## src/rtl/mult_div_unit_if.sv

```systemverilog
// mult_div_unit_if: operand/result bundle between the execute stage and the
// multiply/divide unit.
//   start, ctrl, A, B : launch request (same operand bus the ALU sees)
//   busy, done        : op in flight / one-cycle writeback pulse
//   hi, lo            : architectural HI/LO, always visible
// master = pipeline side, slave = MDU side.
interface mult_div_unit_if;
  logic        start;
  logic [3:0]  ctrl;
  logic [31:0] A;
  logic [31:0] B;
  logic        busy;
  logic        done;
  logic [31:0] hi;
  logic [31:0] lo;

  modport master (output start, ctrl, A, B, input  busy, done, hi, lo);
  modport slave  (input  start, ctrl, A, B, output busy, done, hi, lo);
endinterface

```

## src/rtl/mult_div_unit.sv

```systemverilog
// mult_div_unit: multi-cycle multiply/divide unit owning HI/LO.
//   clk, reset : rising-edge clock, async active-high reset
//   mdu        : mult_div_unit_if.slave (start/ctrl/A/B in; busy/done/hi/lo out)
// ctrl: 1 MULT, 2 MULTU, 3 DIV, 4 DIVU, 5 MTHI, 6 MTLO, 7 MADD, 8 MADDU.
// MDU_MADD_EN: when defined, ctrl 7/8 accumulate into {HI,LO}; otherwise
// they decode as no-ops and the accumulate adder is not built.
// The product is formed in the start cycle and held in a shadow register;
// HI/LO only change at the final writeback so no partial result leaks out.
module mult_div_unit #(
  parameter int MULT_CYCLES = 5,
  parameter int DIV_CYCLES  = 34
) (
  input logic           clk,
  input logic           reset,
  mult_div_unit_if.slave mdu
);
  localparam int MAXC = (MULT_CYCLES > DIV_CYCLES) ? MULT_CYCLES : DIV_CYCLES;
  localparam int CW   = $clog2(MAXC + 1);

  localparam logic [3:0] OP_MULT  = 4'd1;
  localparam logic [3:0] OP_MULTU = 4'd2;
  localparam logic [3:0] OP_DIV   = 4'd3;
  localparam logic [3:0] OP_DIVU  = 4'd4;
  localparam logic [3:0] OP_MTHI  = 4'd5;
  localparam logic [3:0] OP_MTLO  = 4'd6;
`ifdef MDU_MADD_EN
  localparam logic [3:0] OP_MADD  = 4'd7;
  localparam logic [3:0] OP_MADDU = 4'd8;
`endif

  typedef enum logic [1:0] {IDLE, MUL, DIV, FIX} state_t;

  state_t      state, state_n;
  logic [CW-1:0] cnt;
  logic        mul_fin, div_fin;
  logic [31:0] hi_q, lo_q;
  logic        done_q;
  logic [63:0] prod;
  logic [31:0] rem, qd, dsr, araw;
  logic        qneg, rneg, dz;
`ifdef MDU_MADD_EN
  logic        acc;
`endif

  // ---- decode / operand prep ----
  logic        is_mul, is_div, mul_sgn, div_sgn, a_neg, b_neg;
  logic [63:0] ax, bx;
  logic [31:0] amag, bmag;

  always_comb begin
    is_mul  = (mdu.ctrl == OP_MULT) || (mdu.ctrl == OP_MULTU);
    mul_sgn = (mdu.ctrl == OP_MULT);
`ifdef MDU_MADD_EN
    is_mul  = is_mul || (mdu.ctrl == OP_MADD) || (mdu.ctrl == OP_MADDU);
    mul_sgn = mul_sgn || (mdu.ctrl == OP_MADD);
`endif
    is_div  = (mdu.ctrl == OP_DIV) || (mdu.ctrl == OP_DIVU);
    div_sgn = (mdu.ctrl == OP_DIV);
    // 64-bit extension makes one multiplier serve both signednesses
    ax      = mul_sgn ? {{32{mdu.A[31]}}, mdu.A} : {32'd0, mdu.A};
    bx      = mul_sgn ? {{32{mdu.B[31]}}, mdu.B} : {32'd0, mdu.B};
    a_neg   = div_sgn & mdu.A[31];
    b_neg   = div_sgn & mdu.B[31];
    // -0x80000000 wraps to itself, which is the correct unsigned magnitude
    amag    = a_neg ? 32'd0 - mdu.A : mdu.A;
    bmag    = b_neg ? 32'd0 - mdu.B : mdu.B;
  end

  // ---- restoring divide step and sign fix ----
  // rem < dsr always holds, so the 33-bit difference never overflows and
  // its top bit is a clean "didn't fit" flag.
  logic [32:0] sh, diff;
  logic [31:0] quo_f, rem_f;

  always_comb begin
    sh    = {rem, qd[31]};
    diff  = sh - {1'b0, dsr};
    quo_f = qneg ? 32'd0 - qd  : qd;
    rem_f = rneg ? 32'd0 - rem : rem;
  end

  // ---- FSM ----
  always_ff @(posedge clk or posedge reset)
    if (reset) state <= IDLE;
    else       state <= state_n;

  always_comb begin
    state_n = state;
    mul_fin = 1'b0;
    div_fin = 1'b0;
    unique case (state)
      IDLE: if (mdu.start && is_mul)      state_n = MUL;
            else if (mdu.start && is_div) state_n = DIV;
      MUL:  if (cnt == CW'(MULT_CYCLES)) begin
              state_n = IDLE;
              mul_fin = 1'b1;
            end
      DIV:  if (cnt == CW'(32)) state_n = FIX;
      // FIX also absorbs any idle padding beyond the 34 minimum cycles
      FIX:  if (cnt == CW'(DIV_CYCLES)) begin
              state_n = IDLE;
              div_fin = 1'b1;
            end
    endcase
  end

  // ---- datapath ----
  // cnt holds the number of edges since the start edge while busy.
  always_ff @(posedge clk or posedge reset) begin
    if (reset) begin
      hi_q <= '0; lo_q <= '0; done_q <= 1'b0; cnt <= '0;
      prod <= '0; rem <= '0; qd <= '0; dsr <= '0; araw <= '0;
      qneg <= 1'b0; rneg <= 1'b0; dz <= 1'b0;
`ifdef MDU_MADD_EN
      acc  <= 1'b0;
`endif
    end else begin
      done_q <= mul_fin | div_fin;
      unique case (state)
        IDLE: begin
          cnt <= '0;
          if (mdu.start) begin
            if (is_mul) begin
              prod <= ax * bx;
              cnt  <= CW'(1);
`ifdef MDU_MADD_EN
              acc  <= (mdu.ctrl == OP_MADD) || (mdu.ctrl == OP_MADDU);
`endif
            end else if (is_div) begin
              qd   <= amag;
              dsr  <= bmag;
              rem  <= '0;
              araw <= mdu.A;
              dz   <= (mdu.B == 32'd0);
              qneg <= a_neg ^ b_neg;
              rneg <= a_neg;
              cnt  <= CW'(1);
            end else if (mdu.ctrl == OP_MTHI) begin
              hi_q <= mdu.A;
            end else if (mdu.ctrl == OP_MTLO) begin
              lo_q <= mdu.A;
            end
          end
        end
        MUL: begin
          cnt <= cnt + CW'(1);
          if (mul_fin) begin
`ifdef MDU_MADD_EN
            if (acc) {hi_q, lo_q} <= {hi_q, lo_q} + prod;
            else     {hi_q, lo_q} <= prod;
`else
            {hi_q, lo_q} <= prod;
`endif
          end
        end
        DIV: begin
          cnt <= cnt + CW'(1);
          qd  <= {qd[30:0], ~diff[32]};
          rem <= diff[32] ? sh[31:0] : diff[31:0];
        end
        FIX: begin
          cnt <= cnt + CW'(1);
          if (div_fin) begin
            if (dz) begin
              hi_q <= araw;
              lo_q <= '1;
            end else begin
              hi_q <= rem_f;
              lo_q <= quo_f;
            end
          end
        end
      endcase
    end
  end

  assign mdu.busy = (state != IDLE);
  assign mdu.done = done_q;
  assign mdu.hi   = hi_q;
  assign mdu.lo   = lo_q;
endmodule

```

## src/flat_wrapper.sv

```systemverilog
// flat-port wrapper written by rule: the top's interface ports become plain ports
module mult_div_unit_flat 
#(
  parameter int MULT_CYCLES = 5,
  parameter int DIV_CYCLES  = 34
)
  (clk, reset, mdu_start, mdu_ctrl, mdu_A, mdu_B, mdu_busy, mdu_done, mdu_hi, mdu_lo);
  mult_div_unit_if mdu_i ();
  input logic clk;
  input logic reset;
  input wire logic [$bits(mdu_i.start)-1:0] mdu_start;
  input wire logic [$bits(mdu_i.ctrl)-1:0] mdu_ctrl;
  input wire logic [$bits(mdu_i.A)-1:0] mdu_A;
  input wire logic [$bits(mdu_i.B)-1:0] mdu_B;
  output wire logic [$bits(mdu_i.busy)-1:0] mdu_busy;
  output wire logic [$bits(mdu_i.done)-1:0] mdu_done;
  output wire logic [$bits(mdu_i.hi)-1:0] mdu_hi;
  output wire logic [$bits(mdu_i.lo)-1:0] mdu_lo;
  assign mdu_i.start = mdu_start;
  assign mdu_i.ctrl = mdu_ctrl;
  assign mdu_i.A = mdu_A;
  assign mdu_i.B = mdu_B;
  assign mdu_busy = mdu_i.busy;
  assign mdu_done = mdu_i.done;
  assign mdu_hi = mdu_i.hi;
  assign mdu_lo = mdu_i.lo;
  mult_div_unit #(.MULT_CYCLES(MULT_CYCLES), .DIV_CYCLES(DIV_CYCLES)) u_core (.clk(clk), .reset(reset), .mdu(mdu_i));
endmodule
```

## config.mk

```make
export PLATFORM = sky130hd
export DESIGN_NAME = mult_div_unit_flat
export DESIGN_NICKNAME = d
export VERILOG_FILES = /design/src/rtl/mult_div_unit_if.sv /design/src/rtl/mult_div_unit.sv /design/src/flat_wrapper.sv
export SDC_FILE = /design/constraint.sdc
export NUM_CORES = 2
export LEC_CHECK = 0
export CAP_MARGIN = 20
export CORE_MARGIN = 5
export CORE_UTILIZATION = 55
export DETAILED_ROUTE_END_ITERATION = 8
export GPL_ROUTABILITY_DRIVEN = 0
export PLACE_DENSITY = 0.74
export SETUP_SLACK_MARGIN = 0.2
export SLEW_MARGIN = 20
export SYNTH_ARGS = -nofsm -noshare
export SYNTH_HDL_FRONTEND = slang
export SYNTH_SLANG_ARGS = --single-unit
```

## constraint.sdc

```tcl
create_clock -name clk -period 11.1 [get_ports clk]
set_input_delay 2.22 -clock clk [delete_from_list [all_inputs] [get_ports clk]]
set_output_delay 2.22 -clock clk [all_outputs]
set_load 0.005 [all_outputs]
```

=== Word-level counts from Yosys, hierarchy flattened ===
Cells that the tools add are included.

* Add/subtract/negate cells: 6
* Multiply operators: 1
* Equality and inequality tests: 25
* Muxes and demuxes: 46
* Bitwise operators: 6
* Reduce and logical (&&, ||, !) cells: 16

{| class="wikitable"
|+ Operators with widths
! cell !! count
|-
| two-way mux 32 bit || 26
|-
| case mux 32 bit (3 select lines) || 2
|-
| two-way mux 64 bit || 2
|-
| case mux 32 bit (2 select lines) || 2
|-
| subtractor 1 x 32 -> 32 bit, first input constant || 4
|-
| multiplier 64 x 64 -> 64 bit || 1
|-
| subtractor 33 x 32 -> 33 bit || 1
|-
| zero test 32 bit || 1
|-
| inequality test 2 x 1 -> 1 bit, second input constant || 8
|-
| equality test 4 x 3 -> 1 bit, second input constant || 3
|-
| equality test 6 bit, second input constant || 2
|-
| two-way mux 6 bit || 2
|-
| case mux 6 bit (2 select lines) || 1
|-
| AND reduction 4 bit || 3
|-
| two-way mux 2 bit || 5
|-
| equality test 4 x 2 -> 1 bit, second input constant || 2
|-
| inequality test 2 bit, second input constant || 4
|-
| case mux 2 bit (4 select lines) || 1
|-
| AND reduction 8 bit || 1
|-
| AND reduction 7 bit || 1
|-
| adder 6 x 1 -> 6 bit, second input constant || 1
|-
| equality test 6 x 3 -> 1 bit, second input constant || 1
|-
| two-way mux 1 bit || 5
|-
| equality test 2 bit, second input constant || 2
|-
| 14 further kinds || 19
|}

* Bits in registers: 268
* Output and inout bits: 66
* Word-level logic and storage cells: 113

=== Longest topological paths before layout ===
* Word-level depth: 7
* Depth in mapped cells: 37

=== Least setup slack after synthesis ===
Ideal clock, no wire load.

* Path kind: input-to-reg
* Start point: input port mdu_ctrl[0]
* End point: register u_core.prod[63]
* Library setup time: 133 ps
* Data arrival time: 10,995 ps
* Data required time: 10,967 ps
* Slack: -28 ps
* Stages on the path: 32
* Path buffers: 2
* Cells stage by stage: nor2b_1 and2_1 clkbuf_1 clkbuf_1 and3_1 fa_1 inv_1 fa_1 inv_1 fa_1 inv_1 fa_1 inv_1 fa_1 fa_1 fa_1 fa_1 fa_1 inv_1 fa_1 inv_1 ha_1 a21o_1 a21o_1 a21o_1 a2111oi_0 a31oi_1 a21oi_1 nor2_1 a221oi_1 xnor2_1 o21ai_0

* Cells in the longest elaborated chain, start to end: 3
* Elaborated cells on any way between the ends: 7

{| class="wikitable"
|+ Ends and longest elaborated chain
! element !! line !! text
|-
| start, declared || flat_wrapper.sv:12 || <nowiki>input wire logic [$bits(mdu_i.ctrl)-1:0] mdu_ctrl;</nowiki>
|-
| equality test 4 x 1 -> 1 bit or equality test 4 x 2 -> 1 bit (tied branches) || mult_div_unit.sv:51, mult_div_unit.sv:52 ||
|-
| two-way mux 64 bit (tied with other cells) || mult_div_unit.sv:60 || <nowiki>ax = mul_sgn ? {{32{mdu.A[31]}}, mdu.A} : {32'd0, mdu.A};</nowiki>
|-
| multiplier 64 x 64 -> 64 bit or AND reduction 3 bit (tied branches) || -- ||
|-
| end signal, assigned || mult_div_unit.sv:124 || <nowiki>prod <= ax * bx;</nowiki>
|-
| end, declared || mult_div_unit.sv:38 || <nowiki>logic [63:0] prod;</nowiki>
|}

Several ways; a longest one is shown, not always the timed one.
A chain may end at the register's enable or synchronous reset.

=== Final worst setup path ===
* Start point: input port mdu_A[22]
* End point: register u_core.prod[47]

* Cells in the longest elaborated chain, start to end: 2

{| class="wikitable"
|+ Ends and longest elaborated chain
! element !! line !! text
|-
| start, declared || flat_wrapper.sv:13 || <nowiki>input wire logic [$bits(mdu_i.A)-1:0] mdu_A;</nowiki>
|-
| two-way mux 64 bit || mult_div_unit.sv:60 ||
|-
| multiplier 64 x 64 -> 64 bit || mult_div_unit.sv:124 ||
|}

Every way passes these cells.

==> results.json <==
{
  "outcome": "completed",
  "cap_viol_max_count": 0,
  "grt-ovfl-total": 0,
  "startpoint_type": "input pin",
  "antenna_found_initial": 8,
  "fillers": 9256,
  "slowest_stage": "buf_2",
  "slowest_delay_ns": 0.76,
  "crit_path_end_kind": "flop",
  "hold_viol": 0,
  "port_buffers": 136,
  "timing.rr.end": "u_core.rem[30]",
  "hp-class": "flop to flop",
  "setup_viol": 0,
  "worstSetupPathType": "input pin to flop",
  "rsz0062_at_grt": "no",
  "utilization_pct": 62.1,
  "cts_hold_buf": 0,
  "vias": 49800,
  "met1_usage_pct": 41.3,
  "cp-endpoint": "u_core.prod[47]",
  "synth_ff_type": "dfrtp_1",
  "postSynthAreaPerCell_um2": 9.08,
  "clock_latency_ns": 0.57,
  "setup_tns_ns": 0,
  "slew_headroom_pct": 23.5,
  "worst_slew_pin_slew_ns": 1.15,
  "grtUsageTotal_pct": 32.1,
  "initial_utilization_pct": 55.5,
  "dieArea_mm2": 0.123,
  "drive_gt1_share_pct": 10.6,
  "syn_nets": 8855,
  "seq_area_frac_synth_pct": 10.5,
  "reg2reg_depth": 15,
  "max_freq_ghz": 0.0935,
  "clockBufferDepth": 3,
  "drc": 0,
  "grt_start_max_net_pins": 127,
  "use_met2_pct": 50.4,
  "clock-sinks": 268,
  "clock-root-buffer": "clkbuf_16",
  "finalCritPeriodShare_pct": 96.3,
  "worstPathArrival_ns": 11.15,
  "first_global_vias": 53400,
  "ys_types": 81,
  "reg2reg_slack_ns": 6.60,
  "maxSlewViolCount": 0,
  "cts_htree_levels": 1,
  "finalCriticalPeriod_ns": 10.69,
  "wl_um": 194000,
  "dp_hpwl_um": 160000,
  "critPathMostFrequentCell": "fa_1",
  "cts_made_buffers": 25,
  "synthCells": 7014,
  "core_mm2": 0.115,
  "fin_skew_ns": 0.0146,
  "drt_iter0_markers": 4738,
  "synth_warnings": 0,
  "final_nets": 9155,
  "rows": 124,
  "cp.required_ns": 11.56,
  "dieWidth_um": 350,
  "cts_tree": "built",
  "clk_pin_slew_ns": 0.07,
  "synth-edff-count": 0,
  "io_pins": 137,
  "syn2layout_area_growth_pct": 11.9,
  "wl_per_cell_um": 22.0,
  "async_flop_share_pct": 100,
  "startpoint": "mdu_A[22]",
  "grt_use_met3_pct": 9.14,
  "grt_pass1_wl_um": 303000,
  "dr.pass1.iters": 6,
  "vias_per_cell": 5.63,
  "reg2reg_from": "u_core.qd[31]",
  "synth-seq-cells": 268,
  "stdcell_area_mm2": 0.0712,
  "busiest_layer": "met2",
  "placed_area_mm2": 0.0699,
  "crit_fanout": 27,
  "die_h_um": 350,
  "ant_nets": 0,
  "synth_area_mm2": 0.0637
}
timing repair:
item / in CTS / in global routing
hold endpoints to repair: 0 / 0
pin swaps: 4 / 51
setup buffers: 0 / 11
setup endpoints to repair: 9 / 19
gates resized for setup: 11 / 97
placed cells by master (no fill, tap or decap), types with 116 or more instances in the layout:
master   count
a21oi_1    243
nand2_1    970
dfrtp_1    265
xor2_1     116
buf_4      487
ha_1       353
nor2_1     217
xnor2_1    159
inv_1     1552
and2_1     406
o21ai_0    283
fa_1      1391
worst max-delay path: cells and delay by family:
family | cells | cell delay (ns)
AOI/OAI and AO/OA | 5 | 0.76
muxes | 1 | 0.26
and+or+nand+nor | 3 | 0.95
buffers and inverters | 11 | 1.46
adders and majority gates | 11 | 5.33
xor gates and xnor gates | 1 | 0.13
Yosys cell counts (5+ instances only):
cell | n | area (µm²)
a21oi_1 | 251 | 1260
a211o_1 | 5 | 43.8
nand3_1 | 24 | 120
inv_1 | 1565 | 5870
o21ai_0 | 291 | 1460
xor2_1 | 116 | 1020
nand4_1 | 17 | 106
or3_1 | 16 | 100
a211oi_1 | 14 | 105
and2_1 | 407 | 2550
nor4_1 | 11 | 68.8
clkbuf_1 | 350 | 1310
nand2_1 | 979 | 3670
nor2_1 | 222 | 833
a31oi_1 | 17 | 106
o41ai_1 | 17 | 149
nor3_1 | 21 | 105
o21bai_1 | 23 | 173
mux2_2 | 32 | 360
buf_1 | 51 | 191
or2_2 | 7 | 43.8
fa_1 | 1413 | 28300
or4_1 | 11 | 82.6
and4_1 | 6 | 52.6
and3_1 | 36 | 225
o21a_1 | 12 | 90.1
ha_1 | 357 | 4470
dfrtp_1 | 268 | 6710
nand2b_1 | 22 | 138
mux2i_1 | 90 | 901
o211ai_1 | 13 | 97.6
a31o_2 | 7 | 61.3
a21o_1 | 61 | 458
o31ai_1 | 30 | 225
xnor2_1 | 159 | 1390
nor2b_1 | 13 | 81.3
worst min path at each step:
stage | depth (start not counted) | slack [ns] | to | start
finish | 2 | 0.48 | u_core.prod[0] | u_core.prod[0]
global route | 2 | 0.50 | u_core.prod[46] | u_core.prod[46]
CTS | 2 | 0.48 | u_core.prod[0] | u_core.prod[0]
detailed placement | 2 | 0.46 | u_core.prod[0] | u_core.prod[0]
global placement | 2 | 0.45 | u_core.prod[0] | u_core.prod[0]
floorplan | 2 | 0.44 | u_core.prod[0] | u_core.prod[0]
logic make-up after synthesis:
family,count (synthesis),share of synthesized area [%]
XOR/XNOR,276,3.81
AND/OR/NAND/NOR,1813,13.1
AO/OA/AOI/OAI,792,7.40
multiplexers,122,1.98
adder cells (fa/ha/maj),1771,51.5
flip-flops,268,10.5
buffers and inverters,1972,11.7
per-stage QoR:
stage / worst slack [ns] / instances / hold WS [ns]
after floorplan: 0.214 / 7014 / 0.443
after global placement: -0.493 / 8787 / 0.455
after detailed placement: -0.731 / 8787 / 0.461
after CTS: 0.203 / 8831 / 0.477
after global routing: 0.141 / 8844 / 0.496
final: 0.410 / 8847 / 0.480
sequential cells by signal, indices dropped and copies added (netlist names):
register / flops
u_core.mdu.done: 1
u_core.qd: 32
u_core.rem: 32
u_core.dsr: 32
u_core.mdu.lo: 32
u_core.rneg: 1
u_core.state: 2
u_core.cnt: 6
u_core.araw: 32
u_core.dz: 1
u_core.qneg: 1
u_core.mdu.hi: 32
u_core.prod: 64
area by class of cell:
class	instances	area [µm²]	area share [%]
repair buffers	679	5930	8.32
diodes	4	10.0	0.0140
clock inverters	14	189	0.265
inverters	1566	5890	8.26
flip-flops and latches	268	6720	9.43
multi-input cells	4774	50000	70.1
clock buffers	30	664	0.933
well taps	1512	1890	2.66
metal layers:
layer	wire [µm]	part of all wire, %
met5	36	0.019
met4	12300	6.3
met3	23700	12
met2	86200	44
met1	72000	37
Power is not shown: default switching activity piles up to over one toggle a cycle in this logic, so the estimate is an artifact.
